File: src/rtl/spmv_seq_ctrl.sv
// spmv_seq_ctrl: walks one compressed sparse matrix (val/col/eor memories),
// issues reads, tracks row boundaries and emits pipeline-aligned row strobes.
//
//   state  | meaning
//   -------+----------------------------------------------------------
//   IDLE   | waiting for start; pipelines empty
//   ISSUE  | one read per non-stalled cycle, addr 0 .. nnz-1
//   DRAIN  | all reads issued, waiting for in-flight entries to retire
//   DONE   | one-cycle done pulse, busy already low
module spmv_seq_ctrl #(
  parameter int WIDTH_ADDR = 16,
  parameter int WIDTH_ROW  = 16,
  parameter int PIPE_DEPTH = 3
) (
  input  logic                  clk,
  input  logic                  rst_n,
  input  logic                  start_i,
  input  logic                  abort_i,
  input  logic [WIDTH_ADDR-1:0] nnz_cfg_i,
  input  logic                  stall_in_i,
  input  logic                  eor_in_i,
  output logic                  mem_rd_en_o,
  output logic [WIDTH_ADDR-1:0] mem_addr_o,
  output logic                  row_valid_o,
  output logic [WIDTH_ROW-1:0]  row_idx_o,
  output logic                  busy_o,
  output logic                  done_o
);

  typedef enum logic [1:0] {
    S_IDLE  = 2'd0,
    S_ISSUE = 2'd1,
    S_DRAIN = 2'd2,
    S_DONE  = 2'd3
  } state_t;

  localparam logic [WIDTH_ADDR-1:0] ADDR_ONE = WIDTH_ADDR'(1);
  localparam logic [WIDTH_ROW-1:0]  ROW_ONE  = WIDTH_ROW'(1);

  state_t                               state_q, state_d;
  logic [WIDTH_ADDR-1:0]                nnz_q, nnz_d;
  logic [WIDTH_ADDR-1:0]                addr_q, addr_d;
  logic [WIDTH_ROW-1:0]                 row_cnt_q, row_cnt_d;
  logic                                 rd_last_q, rd_last_d;
  // vld_pipe_q[0] is the read issued last cycle (its eor bit is on eor_in_i now)
  logic [PIPE_DEPTH-1:0]                vld_pipe_q, vld_pipe_d;
  logic [PIPE_DEPTH-1:0]                rv_pipe_q, rv_pipe_d;
  logic [PIPE_DEPTH-1:0][WIDTH_ROW-1:0] idx_pipe_q, idx_pipe_d;

  logic last_issue;
  logic row_end;
  logic flush;

  assign last_issue = (addr_q == (nnz_q - ADDR_ONE));
  // The last entry of the matrix always closes a row, whatever its eor bit says.
  assign row_end    = vld_pipe_q[0] & (eor_in_i | rd_last_q);
  assign flush      = abort_i & (state_q != S_IDLE);

  assign row_valid_o = rv_pipe_q[PIPE_DEPTH-1];
  assign row_idx_o   = rv_pipe_q[PIPE_DEPTH-1] ? idx_pipe_q[PIPE_DEPTH-1] : '0;

  // Next state, issue outputs and counter updates.
  always_comb begin
    state_d     = state_q;
    nnz_d       = nnz_q;
    addr_d      = addr_q;
    row_cnt_d   = row_end ? (row_cnt_q + ROW_ONE) : row_cnt_q;
    mem_rd_en_o = 1'b0;
    mem_addr_o  = '0;
    busy_o      = 1'b0;
    done_o      = 1'b0;
    rd_last_d   = 1'b0;

    unique case (state_q)
      S_IDLE: begin
        if (start_i && !abort_i) begin
          busy_o    = 1'b1;
          nnz_d     = nnz_cfg_i;
          addr_d    = '0;
          row_cnt_d = '0;
          state_d   = (nnz_cfg_i == '0) ? S_DONE : S_ISSUE;
        end
      end
      S_ISSUE: begin
        busy_o = 1'b1;
        if (!stall_in_i) begin
          mem_rd_en_o = 1'b1;
          mem_addr_o  = addr_q;
          rd_last_d   = last_issue;
          if (last_issue) begin
            state_d = S_DRAIN;
          end else begin
            addr_d = addr_q + ADDR_ONE;
          end
        end
      end
      S_DRAIN: begin
        busy_o = 1'b1;
        // Once the last stage has shifted out, the final row strobe is on the
        // output this cycle, so done lands exactly one cycle after it.
        if (vld_pipe_q == '0) begin
          state_d = S_DONE;
        end
      end
      S_DONE: begin
        done_o  = 1'b1;
        state_d = S_IDLE;
      end
      default: state_d = S_IDLE;
    endcase

    if (flush) begin
      state_d = S_IDLE;
    end
  end

  // Issue-valid and row-end delay lines; abort empties them.
  always_comb begin
    vld_pipe_d    = '0;
    rv_pipe_d     = '0;
    idx_pipe_d    = '0;
    vld_pipe_d[0] = mem_rd_en_o;
    rv_pipe_d[0]  = row_end;
    idx_pipe_d[0] = row_cnt_q;
    for (int i = 1; i < PIPE_DEPTH; i++) begin
      vld_pipe_d[i] = vld_pipe_q[i-1];
      rv_pipe_d[i]  = rv_pipe_q[i-1];
      idx_pipe_d[i] = idx_pipe_q[i-1];
    end
    if (flush) begin
      vld_pipe_d = '0;
      rv_pipe_d  = '0;
      idx_pipe_d = '0;
    end
  end

  // State, counters and delay-line registers.
  always_ff @(posedge clk or negedge rst_n) begin
    if (!rst_n) begin
      state_q    <= S_IDLE;
      nnz_q      <= '0;
      addr_q     <= '0;
      row_cnt_q  <= '0;
      rd_last_q  <= 1'b0;
      vld_pipe_q <= '0;
      rv_pipe_q  <= '0;
      idx_pipe_q <= '0;
    end else begin
      state_q    <= state_d;
      nnz_q      <= nnz_d;
      addr_q     <= addr_d;
      row_cnt_q  <= row_cnt_d;
      rd_last_q  <= flush ? 1'b0 : rd_last_d;
      vld_pipe_q <= vld_pipe_d;
      rv_pipe_q  <= rv_pipe_d;
      idx_pipe_q <= idx_pipe_d;
    end
  end

endmodule

File: config.mk
export PLATFORM = sky130hd
export DESIGN_NAME = spmv_seq_ctrl
export DESIGN_NICKNAME = d
export VERILOG_FILES = /design/src/rtl/spmv_seq_ctrl.sv
export SDC_FILE = /design/constraint.sdc
export NUM_CORES = 1
export LEC_CHECK = 0
export ABC_CLOCK_PERIOD_IN_PS = 6020
export BUFFER_PORTS_ARGS = -buffer_cell sky130_fd_sc_hd__buf_2
export CORE_MARGIN = 4
export CORE_UTILIZATION = 25
export DETAILED_ROUTE_END_ITERATION = 10
export HOLD_SLACK_MARGIN = 0.15
export PLACE_DENSITY_LB_ADDON = 0.15
export SYNTH_ARGS = -nofsm -noshare
export SYNTH_HDL_FRONTEND = slang
export SYNTH_SLANG_ARGS = --single-unit
export TNS_END_PERCENT = 20
File: constraint.sdc
create_clock -name clk -period 6.02 [get_ports clk]
set_input_delay 0.301 -clock clk [delete_from_list [all_inputs] [get_ports clk]]
set_output_delay 0.301 -clock clk [all_outputs]
set_load 0.02 [all_outputs]
# Yosys cells after proc, flatten, opt, wreduce, memory -nomap -nowiden
# Cells that the tools add are included.
# op_classes
addsub,3
n_eq_ne,11
mux,28
bitwise,3
n_reduce_logical,11
# op_table
operator,count
$mux 16,9
$mux 48,1
$add 16x1->16 const B,2
$pmux 16 s2,1
$eq 16x16->1,1
$logic_not 16->1,1
$sub 16x1->16 const B,1
$mux 2,6
$ne 3x3->1 const B,4
$pmux 2 s4,1
$reduce_and 4->1,2
$mux 1,7
$mux 3,2
$ne 2x2->1 const B,3
$eq 2x2->1 const B,2
$reduce_bool 2->1,2
$logic_not 3->1,1
$and 1x1->1,2
$eq 2x1->1 const B,1
$logic_not 2->1,1
$pmux 1 s2,1
$reduce_and 2->1,1
$reduce_or 2->1,1
$logic_and 1x1->1,1
2 further kinds,2
# word_totals
regBits,105
inputBits,22
out_inout_bits,36
wordCells,66

# Longest topological paths before layout
# Gate-level depths: netlist of run 1.
# logic_depth
ltp_word,6
depth_mapped,11
ltp_nobuf,9

# Least setup slack after synthesis of run 1
# Ideal clock, no wire load.
# synth_timing
path_type,register -> register
start,reg nnz_q[0]
end,reg addr_q[3]
setup_time_ns,0.119
arrival_time_ns,2.541
t_required_ns,5.901
slack_ns,3.360
stages_incl_launch_ff,12
n_path_buf,2
synth_period_minus_slack_ns,2.660
cell_sequence,dfrtp_1 buf_6 inv_1 ha_1 nor4b_4 a21oi_2 o2111a_1 o311a_4 and4b_1 buf_6 o31a_1 o21a_1
# synth_between
elab_chain_len,4
# synth_lines
element,line_no,rtl
start: declaration,41,"logic [WIDTH_ADDR-1:0] nnz_q, nnz_d;"
start signal: assignment,150,nnz_q <= nnz_d;
$sub 16x1->16,54,assign last_issue = (addr_q == (nnz_q - ADDR_ONE));
$eq 16x16->1,54,
$ne 2x2->1 (no line),-,
$reduce_and 4->1 (no line),-,
end signal: assignment,151,addr_q <= addr_d;
end: declaration,42,"logic [WIDTH_ADDR-1:0] addr_q, addr_d;"
# No other way between the ends.
# A chain may end at the register's enable or synchronous reset.

# Worst setup path in the final report of run 1
# layout_timing
start,reg state_q[1]
end,reg addr_q[14]
# layout_between
elab_chain_len,3
elab_cells_between_ends,8
cone_classes,eq/ne (4); mux (1); reduce/logical (3)
# layout_lines
element,line_no,rtl
start: declaration,40,"state_t state_q, state_d;"
start signal: assignment,149,state_q <= state_d;
$eq 2x1->1 or $logic_not 2->1 (tied branches),74,unique case (state_q)
$ne 2x2->1 (no line) or $reduce_bool 2->1 (tied branches),-,
$reduce_and 4->1 (no line),-,
# Several ways; a longest one is shown, not always the timed one.

==> impl_metrics.tcl, run 1 <==
set metrics [dict create \
    place_hpwl_mm 9.20 \
    fp.coreArea_mm2 0.0204 \
    numCtsBuffers 9 \
    routed_via_density 4.58 \
    grt_pass1_wl_mm 21.1 \
    rsz0062_at_grt "false" \
    yosysWarnings 0 \
    fin_crit_ns 3.26 \
    avgSynthCellArea_um2 9.98 \
    path_max_fanout 19 \
    leakagePower_nw 2.99 \
    wirelength_mm 12.6 \
    synth_ff_type "dfrtp_1" \
    min_from "nnz_cfg_i[4]" \
    power_density_mw_per_mm2 359 \
    drtIter0Drc 341 \
    slew_headroom_pct 36.4 \
    synth_cell_types 59 \
    crit_required_ns 6.26 \
    synth.net_count 554 \
    drive_above_1_share_pct 15.6 \
    tns_ns 0 \
    worstReg2RegEnd "addr_q[14]" \
    finalClockSkew_ns 0.0119 \
    pwr-share-seq_pct 41.8 \
    finalHoldViolations 0 \
    cts.reportedPaths.clkPinSlew_ns 0.08 \
    die_h_um 153 \
    timing.fmax_mhz 307 \
    htreeDepth 3 \
    power_frac_clock_pct 27.8 \
    root_buffer "clkbuf_16" \
    worst-endpoint-arrival_ns 3.50 \
    status "completed" \
    routedWlPerCell_um 14.7 \
    nNetsFinal 612 \
    cap_violations 0 \
    swShare_pct 37.4 \
    grt_pass1_vias 3882 \
    initial_core_util_pct 25.6 \
    p_int_mw 1.39 \
    grt_usage_pct 11.2 \
    post-route-cell-area_mm2 0.00619 \
    synth_area_mm2 0.00524 \
    p_switching_mw 0.830 \
    die_area_mm2 0.0233 \
    grt_max_degree 72 \
    n_fill_cell 2192 \
    pwr-share-comb_pct 30.4 \
    ys_seq_area_share_pct 50.1 \
    gr-total-overflow 0 \
    start_kind "flop" \
    io_pins 58 \
    dieWidth_um 153 \
    dpl-instance-area_mm2 0.00577 \
    layout.cells.most_common "dfrtp_1" \
    area_delta_synth_final_pct 18.1 \
    diodes 0 \
    synth_edf_count 0 \
    tritoncts "built" \
    synth_cells 525 \
    clock-sinks 105 \
    hold_depth 3 \
    postRouteAntennaNets 0 \
    fin_crit_sh_pct 54.1 \
    clk_latency_ns 0.36 \
    worstSetupEndpointType "flop" \
    setup_viol 0 \
    place_congestion 0.818 \
    std_cell_rows 52 \
    min_path_type "in2reg" \
    ys_ff_latch 105 \
    reg2reg_depth 8 \
    clock_path_buffers 2 \
    ys_async_sr_fraction_pct 100 \
    post-route-drc-count 0 \
    crit_type "reg2reg" \
    antenna_found_initial 0 \
    post-cts-setup-buffers 0 \
    report.final.slew_viol_count 0 \
    dr.pass1.iters 4 \
    peakVddDrop_mv 0.115 \
    hold_end "nnz_q[4]" \
    reg2reg_slack_ns 2.76 \
    io_buffers 57 \
    final_cell_mix "dfrtp_1 (105), and2_1 (85), nand2_1 (78)" \
    rr_startpoint "state_q[1]" \
    vias 3928 \
    worst_pin_slew_ns 0.951 \
    startpoint "state_q[1]" \
]
layout make-up:
cell class	instances	area, µm²	area share [%]
repair buffers	70	413	6.67
multi-input cells	388	2470	39.8
well taps	270	338	5.46
clock buffers	9	225	3.64
clock inverters	7	86.3	1.39
inverters	9	33.8	0.546
flip-flops and latches	105	2630	42.4
power by group through the flow:
stage               registers, mW  logic, mW  clock network (mW)
floorplan                   0.875      0.564                   0
global placement            0.940      0.670                   0
detailed placement          0.943      0.677                   0
CTS                         0.930      0.684               0.639
global route                0.945      0.764               0.671
finish                      0.928      0.674               0.617
worst max path at each step:
stage	endpoint	slack [ns]	depth (start not counted)
after CTS	addr_q[14]	2.82	8
after global placement	addr_q[14]	2.95	8
after global routing	addr_q[14]	2.45	8
after floorplan	addr_q[3]	3.36	11
after detailed placement	addr_q[14]	2.79	8
final	addr_q[14]	2.76	8
per-stage QoR:
stage                     cells  total power [mW]  setup slack [ns]  hold slack (ns)  utilization [%]
after floorplan             525              1.44              3.36          0.00541                -
after global placement      831              1.61              2.95            0.293             28.2
after detailed placement    831              1.62              2.79            0.298             28.2
after CTS                   858              2.25              2.82            0.151             30.3
after global routing        858              2.38              2.45            0.163             30.3
final                       858              2.22              2.76            0.164             30.3
metal layers:
| layer | share of wire [%] | vias up | GRT usage [%] |
|---|---|---|---|
| met5 | 0 | - | 0 |
| met4 | 1.1 | 0 | 3.65 |
| met3 | 3.8 | 11 | 2.53 |
| met2 | 45 | 81 | 16.4 |
| met1 | 50 | 1930 | 16.4 |
| li1 | - | 1906 | - |
synth_stat cells, drive strengths merged, types with 2 or more instances:
cell type / instances / area (µm²)
nor3: 9 / 45.0
o21ai: 9 / 45.0
nand2: 78 / 293
dfrtp: 105 / 2630
a22o: 2 / 17.5
a21oi: 4 / 23.8
a32o: 3 / 30.0
xor2: 18 / 158
o221ai: 2 / 17.5
and3: 7 / 43.8
mux2i: 5 / 50.1
a21boi: 2 / 15.0
a21o: 2 / 15.0
a31oi: 3 / 18.8
nand2b: 8 / 50.1
nor4b: 2 / 38.8
ha: 7 / 87.6
o41ai: 2 / 32.5
o211a: 2 / 20.0
o31a: 5 / 43.8
nor2: 39 / 149
a31o: 3 / 26.3
nand3: 15 / 75.1
or3: 3 / 18.8
nand4: 10 / 62.6
buf: 6 / 51.3
o211ai: 4 / 30.0
o2111ai: 2 / 17.5
nand4b: 3 / 32.5
xnor2: 20 / 175
inv: 9 / 33.8
and2: 85 / 532
nor4: 13 / 100
nor2b: 2 / 12.5
and4: 2 / 17.5
o311a: 2 / 31.3
o2111a: 2 / 22.5
o21a: 2 / 15.0
clkbuf: 17 / 63.8
worst max-delay path, stage by stage, from the launching register on:
cell     delay (ns)
dfrtp_1        0.41
inv_1          0.09
ha_1           0.43
inv_1          0.22
nor2_1         0.78
o21ai_1        0.47
inv_1          0.33
nand2_1        0.16
a22o_1         0.26
sequential cells by signal (all words and copies together), names as in the netlist:
register / flops
addr_q: 16
state_q: 2
rd_last_q: 1
rv_pipe_q: 3
nnz_q: 16
vld_pipe_q: 3
idx_pipe_q: 48
row_cnt_q: 16
kinds of logic after synthesis:
logic type / after synthesis / synth area share [%]
AO/OA/AOI/OAI: 57 / 9.17
flip-flops: 105 / 50.1
adder cells (fa/ha/maj): 7 / 1.67
multiplexers: 5 / 0.955
AND/OR/NAND/NOR: 281 / 28.9
XOR/XNOR: 38 / 6.35
buffers and inverters: 32 / 2.84
timing repair:
item	CTS	global route
gates resized for setup	0	0
hold endpoints to repair	44	0
hold buffers	11	0
Note: power is estimated with default switching activity, not from simulation.
==> inputs of run 2 (changes only) <==
--- a/config.mk
+++ b/config.mk
@@ -5,7 +5,7 @@
 export SDC_FILE = /design/constraint.sdc
 export NUM_CORES = 1
 export LEC_CHECK = 0
-export ABC_CLOCK_PERIOD_IN_PS = 6020
+export ABC_CLOCK_PERIOD_IN_PS = 3100
 export BUFFER_PORTS_ARGS = -buffer_cell sky130_fd_sc_hd__buf_2
 export CORE_MARGIN = 4
 export CORE_UTILIZATION = 25
==> constraint.sdc (replaced) <==
create_clock -name clk -period 3.1 [get_ports clk]
set_input_delay 0.155 -clock clk [delete_from_list [all_inputs] [get_ports clk]]
set_output_delay 0.155 -clock clk [all_outputs]
set_load 0.02 [all_outputs]
==> run 2 against run 1 <==
- power rose by 95%
- non-clock buffer count rose by 16
- critical path type unchanged
- critical path depth rose by 2
- cell count rose by 1.9%
- clock-buffer cell count did not move
- design area rose by 2.0%
- clock power rose by 80%
- highest routed layer unchanged
- largest power group unchanged
- routed wire length rose by 3.5%
- sequential share of layout area fell by 0.85 points
==> impl_metrics.tcl, run 2 (synthesis results as in run 1) <==
set metrics [dict create \
    status "completed" \
    routedWlPerCell_um 14.9 \
    grt_usage_pct 11.7 \
    vias 3966 \
    fin_crit_ns 2.88 \
    slew_headroom_pct 54.1 \
    final_cell_mix "dfrtp_1 (105), and2_1 (85), nand2_1 (78)" \
    clock_path_buffers 2 \
    grt_pass1_wl_mm 22.2 \
    tritoncts "built" \
    fin_crit_sh_pct 93.0 \
    leakagePower_nw 3.05 \
    cap_violations 0 \
    holdWs_ns 0.169 \
    htreeDepth 3 \
    clock-sinks 105 \
    setup_viol 0 \
    io_pins 58 \
    rr_startpoint "nnz_q[0]" \
    finalClockSkew_ns 0.0144 \
    finalHoldViolations 0 \
    clk_latency_ns 0.35 \
    timing.fmax_mhz 347 \
    path_cells "inv_1 -> ha_1 -> nor4b_4 -> buf_4 -> a21oi_2 -> o2111a_1 -> o311a_4 -> and4b_2 -> nor2_2 -> a32o_1" \
    peakVddDrop_mv 0.254 \
    io_buffers 57 \
    place_hpwl_mm 9.56 \
    antenna_found_initial 0 \
    slowest_stage "dfrtp_1" \
    dr.pass1.iters 4 \
    fin_util_pct 30.9 \
    rsz0062_at_grt "false" \
    drive_above_1_share_pct 17.2 \
    post-route-drc-count 0 \
    hold_end "vld_pipe_q[0]" \
    largest_register_ffs 48 \
    min_from "abort_i" \
    crit_required_ns 3.38 \
    die_area_mm2 0.0233 \
    worst-endpoint-arrival_ns 3.16 \
    cts.reportedPaths.clkPinSlew_ns 0.08 \
    power_density_mw_per_mm2 685 \
    diodes 0 \
    grt_max_degree 54 \
    place_congestion 0.882 \
    grt_pass1_vias 4034 \
    worstReg2RegEnd "addr_q[8]" \
    root_buffer "clkbuf_16" \
    numCtsBuffers 9 \
    worstSetupEndpointType "flop" \
    fp.coreArea_mm2 0.0204 \
    wirelength_mm 13.0 \
    reg2reg_slack_ns 0.22 \
    die_h_um 153 \
    min_path_type "in2reg" \
    hold_depth 4 \
    initial_core_util_pct 25.6 \
    postRouteAntennaNets 0 \
    std_cell_rows 52 \
    area_delta_synth_final_pct 20.5 \
    report.final.slew_viol_count 0 \
    path_max_fanout 9 \
    worst_path_largest_cell_delay_ns 0.51 \
    layout.cells.most_common "dfrtp_1" \
    nNetsFinal 628 \
    gr-total-overflow 0 \
    dieWidth_um 153 \
    regMostFlops "idx_pipe_q" \
    drtIter0Drc 260 \
    tns_ns 0 \
    start_kind "flop" \
    worst_pin_slew_ns 0.688 \
    crit_type "reg2reg" \
    routed_via_density 4.54 \
    reg2reg_depth 10 \
]
run 2: changes by cell type in the layout (fill, tap and decap cells not counted), sizes merged:
| cell | previous run | this run |
|---|---|---|
| inv | 12 | 13 |
| buf | 59 | 69 |
| dlygate4sd3 | 11 | 17 |
| bufinv | 1 | 0 |
| clkinv | 3 | 2 |
| clkinvlp | 0 | 1 |
run 2: how the worst max path moves through the flow:
stage                        start         to  slack [ns]  depth (start not counted)
after CTS                 nnz_q[0]  addr_q[8]         0.1                          7
final                     nnz_q[0]  addr_q[8]        0.22                         10
after detailed placement  nnz_q[0]  addr_q[8]        0.10                          7
after floorplan           nnz_q[0]  addr_q[3]        0.44                         11
after global placement    nnz_q[0]  addr_q[3]        0.23                          9
after global routing      nnz_q[8]  addr_q[8]        0.01                          7
run 2: cell type report:
type                            count  area (µm²)
Clock buffer                        9         225
Sequential cell                   105        2630
Clock inverter                      7        60.1
Timing Repair Buffer               86         548
Multi-Input combinational cell    388        2480
Tap cell                          270         338
Inverter                            9        33.8
Fill cell                        2165       14100
run 2: where the power goes:
| group | switching [mW] | internal, mW | leakage [nW] |
|---|---|---|---|
| Clock | 0.549 | 0.563 | 0.142 |
| Combinational | 0.835 | 0.568 | 1.48 |
| Sequential | 0.276 | 1.53 | 1.43 |
| Total | 1.66 | 2.66 | 3.05 |
run 2: worst max-delay path, delay by kind of cell, from the launching register on:
kind / cells / cell delay (ns)
and+or+nand+nor: 3 / 0.82
adders and majority gates: 1 / 0.20
AOI/OAI and AO/OA: 4 / 0.96
buffers and inverters: 2 / 0.33
DFF: 1 / 0.51
run 2: metrics by stage:
step | cell area [µm²] | power, mW | setup slack (ns) | std cells
after floorplan | 5240 | 2.80 | 0.440 | 525
after CTS | 6290 | 4.35 | 0.0974 | 873
final | 6320 | 4.32 | 0.216 | 874
after global routing | 6320 | 4.65 | 0.0103 | 874
after global placement | 5830 | 3.19 | 0.231 | 840
after detailed placement | 5830 | 3.20 | 0.104 | 840
run 2: timing repair:
action / CTS / global route
gates resized for setup: 0 / 4
hold endpoints to repair: 65 / 0
setup endpoints to repair: 0 / 13
hold buffers: 17 / 0
setup buffers: 0 / 1
run 2: routing by layer:
layer  vias up  share of wire (%)  track usage (%)
li1       1933                  -                -
met1      1960                 48             16.4
met2        65                 47             18.6
met3         8                4.3             2.19
met4         0                1.1             3.10
met5         -                  0                0
==> inputs of run 3 (changes only) <==
--- a/config.mk
+++ b/config.mk
@@ -6,12 +6,13 @@
 export NUM_CORES = 1
 export LEC_CHECK = 0
 export ABC_CLOCK_PERIOD_IN_PS = 3100
-export BUFFER_PORTS_ARGS = -buffer_cell sky130_fd_sc_hd__buf_2
 export CORE_MARGIN = 4
 export CORE_UTILIZATION = 25
 export DETAILED_ROUTE_END_ITERATION = 10
+export DONT_BUFFER_PORTS = 1
 export HOLD_SLACK_MARGIN = 0.15
 export PLACE_DENSITY_LB_ADDON = 0.15
+export REMOVE_ABC_BUFFERS = 1
 export SYNTH_ARGS = -nofsm -noshare
 export SYNTH_HDL_FRONTEND = slang
 export SYNTH_SLANG_ARGS = --single-unit
==> run 3 against run 2 <==
- die area unchanged
- critical path depth fell by 3
- sequential share of layout area increased by 1.5 points
- largest cell class unchanged
==> impl_metrics.tcl, run 3 (synthesis results as in run 1) <==
set metrics [dict create \
    crit_required_ns 3.35 \
    tns_ns 0 \
    crit_type "reg2reg" \
    std_cell_rows 52 \
    rr_startpoint "nnz_q[2]" \
    dr.pass1.iters 4 \
    swShare_pct 38.0 \
    final_cell_mix "dfrtp_1 (105), and2_1 (85), nand2_1 (78)" \
    slew_headroom_pct 46.2 \
    hold_depth 2 \
    fin_crit_sh_pct 93.3 \
    clock_path_buffers 2 \
    io_buffers 0 \
    leakagePower_nw 2.80 \
    worst_pin_slew_ns 0.801 \
    dieWidth_um 153 \
    multi_input_area_mm2 0.00248 \
    initial_core_util_pct 25.6 \
    regMostFlops "idx_pipe_q" \
    tritoncts "built" \
    min_path_type "in2reg" \
    htreeDepth 3 \
    die_h_um 153 \
    io_pins 58 \
    start_kind "flop" \
    power.total_mw 4.42 \
    worstReg2RegEnd "addr_q[2]" \
    grt_pass1_wl_mm 20.8 \
    n_fill_cell 2150 \
    worst-endpoint-arrival_ns 3.14 \
    holdWs_ns 0.193 \
    largest_register_ffs 48 \
    clk_latency_ns 0.36 \
    place_congestion 0.823 \
    nNetsFinal 573 \
    grt_max_degree 106 \
    dp.cells 782 \
    report.final.slew_viol_count 0 \
    startpoint "nnz_q[2]" \
    vias 3732 \
    layout.cells.most_common "dfrtp_1" \
    min_from "start_i" \
    fin_crit_ns 2.89 \
    post-route-drc-count 0 \
    timing.fmax_mhz 346 \
    final_cells 819 \
    reg2reg_depth 7 \
    clock-sinks 105 \
    drtIter0Drc 284 \
    peakVddDrop_mv 0.404 \
    setup_ws_ns 0.208 \
    drive_above_1_share_pct 8.20 \
    status "completed" \
    postRouteAntennaNets 0 \
    cap_violations 0 \
    gr-total-overflow 0 \
    place_hpwl_mm 8.75 \
    worstSetupEndpointType "flop" \
    pwr-share-comb_pct 30.9 \
    routedWlPerCell_um 15.7 \
    dpl-instance-area_mm2 0.00554 \
    power_density_mw_per_mm2 724 \
    root_buffer "clkbuf_16" \
    antenna_found_initial 0 \
    numCtsBuffers 9 \
    cts.reportedPaths.clkPinSlew_ns 0.08 \
    p_int_mw 2.74 \
    setup_viol 0 \
    diodes 0 \
    pre_cts_ws_ns 0.179 \
    pwr-share-seq_pct 41.0 \
    grt_usage_pct 11.2 \
    wirelength_mm 12.8 \
    crit_end "addr_q[2]" \
    fp.coreArea_mm2 0.0204 \
    area_delta_synth_final_pct 16.4 \
    seq_area_mm2 0.00263 \
    post-route-cell-area_mm2 0.00610 \
    reg2reg_slack_ns 0.21 \
    grt_pass1_vias 3781 \
    rsz0062_at_grt "false" \
    routed_via_density 4.56 \
    finalClockSkew_ns 0.0128 \
    power_frac_clock_pct 28.0 \
    die_area_mm2 0.0233 \
    p_switching_mw 1.68 \
    finalHoldViolations 0 \
    fin_util_pct 29.9 \
    path_max_fanout 10 \
]
## run 3: cell type report
| class | count | area share (%) |
|---|---|---|
| Tap cell | 270 | 5.54 |
| Clock buffer | 9 | 3.69 |
| Sequential cell | 105 | 43.1 |
| Multi-Input combinational cell | 388 | 40.6 |
| Inverter | 9 | 0.554 |
| Timing Repair Buffer | 31 | 4.92 |
| Clock inverter | 7 | 1.58 |
## run 3: power groups by stage
stage,registers (mW),logic [mW],clock network [mW]
floorplan,1.74,0.984,0
global placement,1.82,1.30,0
detailed placement,1.83,1.31,0
CTS,1.80,1.37,1.30
global route,1.85,1.53,1.34
finish,1.81,1.37,1.24
## run 3: layer usage
layer  vias up  global-route usage, %  part of all wire [%]
met4         0                   3.65                   1.4
met3        11                   3.01                   4.5
met2        78                   18.3                    48
li1       1825                      -                     -
met5         -                      0                     0
met1      1818                   14.4                    46
## run 3: worst min path at each step
stage / endpoint / slack, ns
finish: state_q[1] / 0.19
global route: state_q[1] / 0.18
CTS: state_q[1] / 0.17
detailed placement: idx_pipe_q[32] / -0.13
global placement: idx_pipe_q[32] / -0.13
floorplan: addr_q[0] / -0.14
## run 3: worst max-delay path, stage by stage (launching register included)
cell	delay, ns
dfrtp_1	0.53
or3_1	0.44
o31a_1	0.27
nor4_2	0.31
o221a_2	0.30
and4b_1	0.47
nor2_2	0.16
a32o_1	0.31
## run 3: timing repair
item / 4_1_cts / 5_1_grt
setup buffers: 0 / 1
resized for setup: 0 / 2
endpoints found under the setup margin: 0 / 8
hold buffers: 20 / 0
hold endpoints to repair: 123 / 0
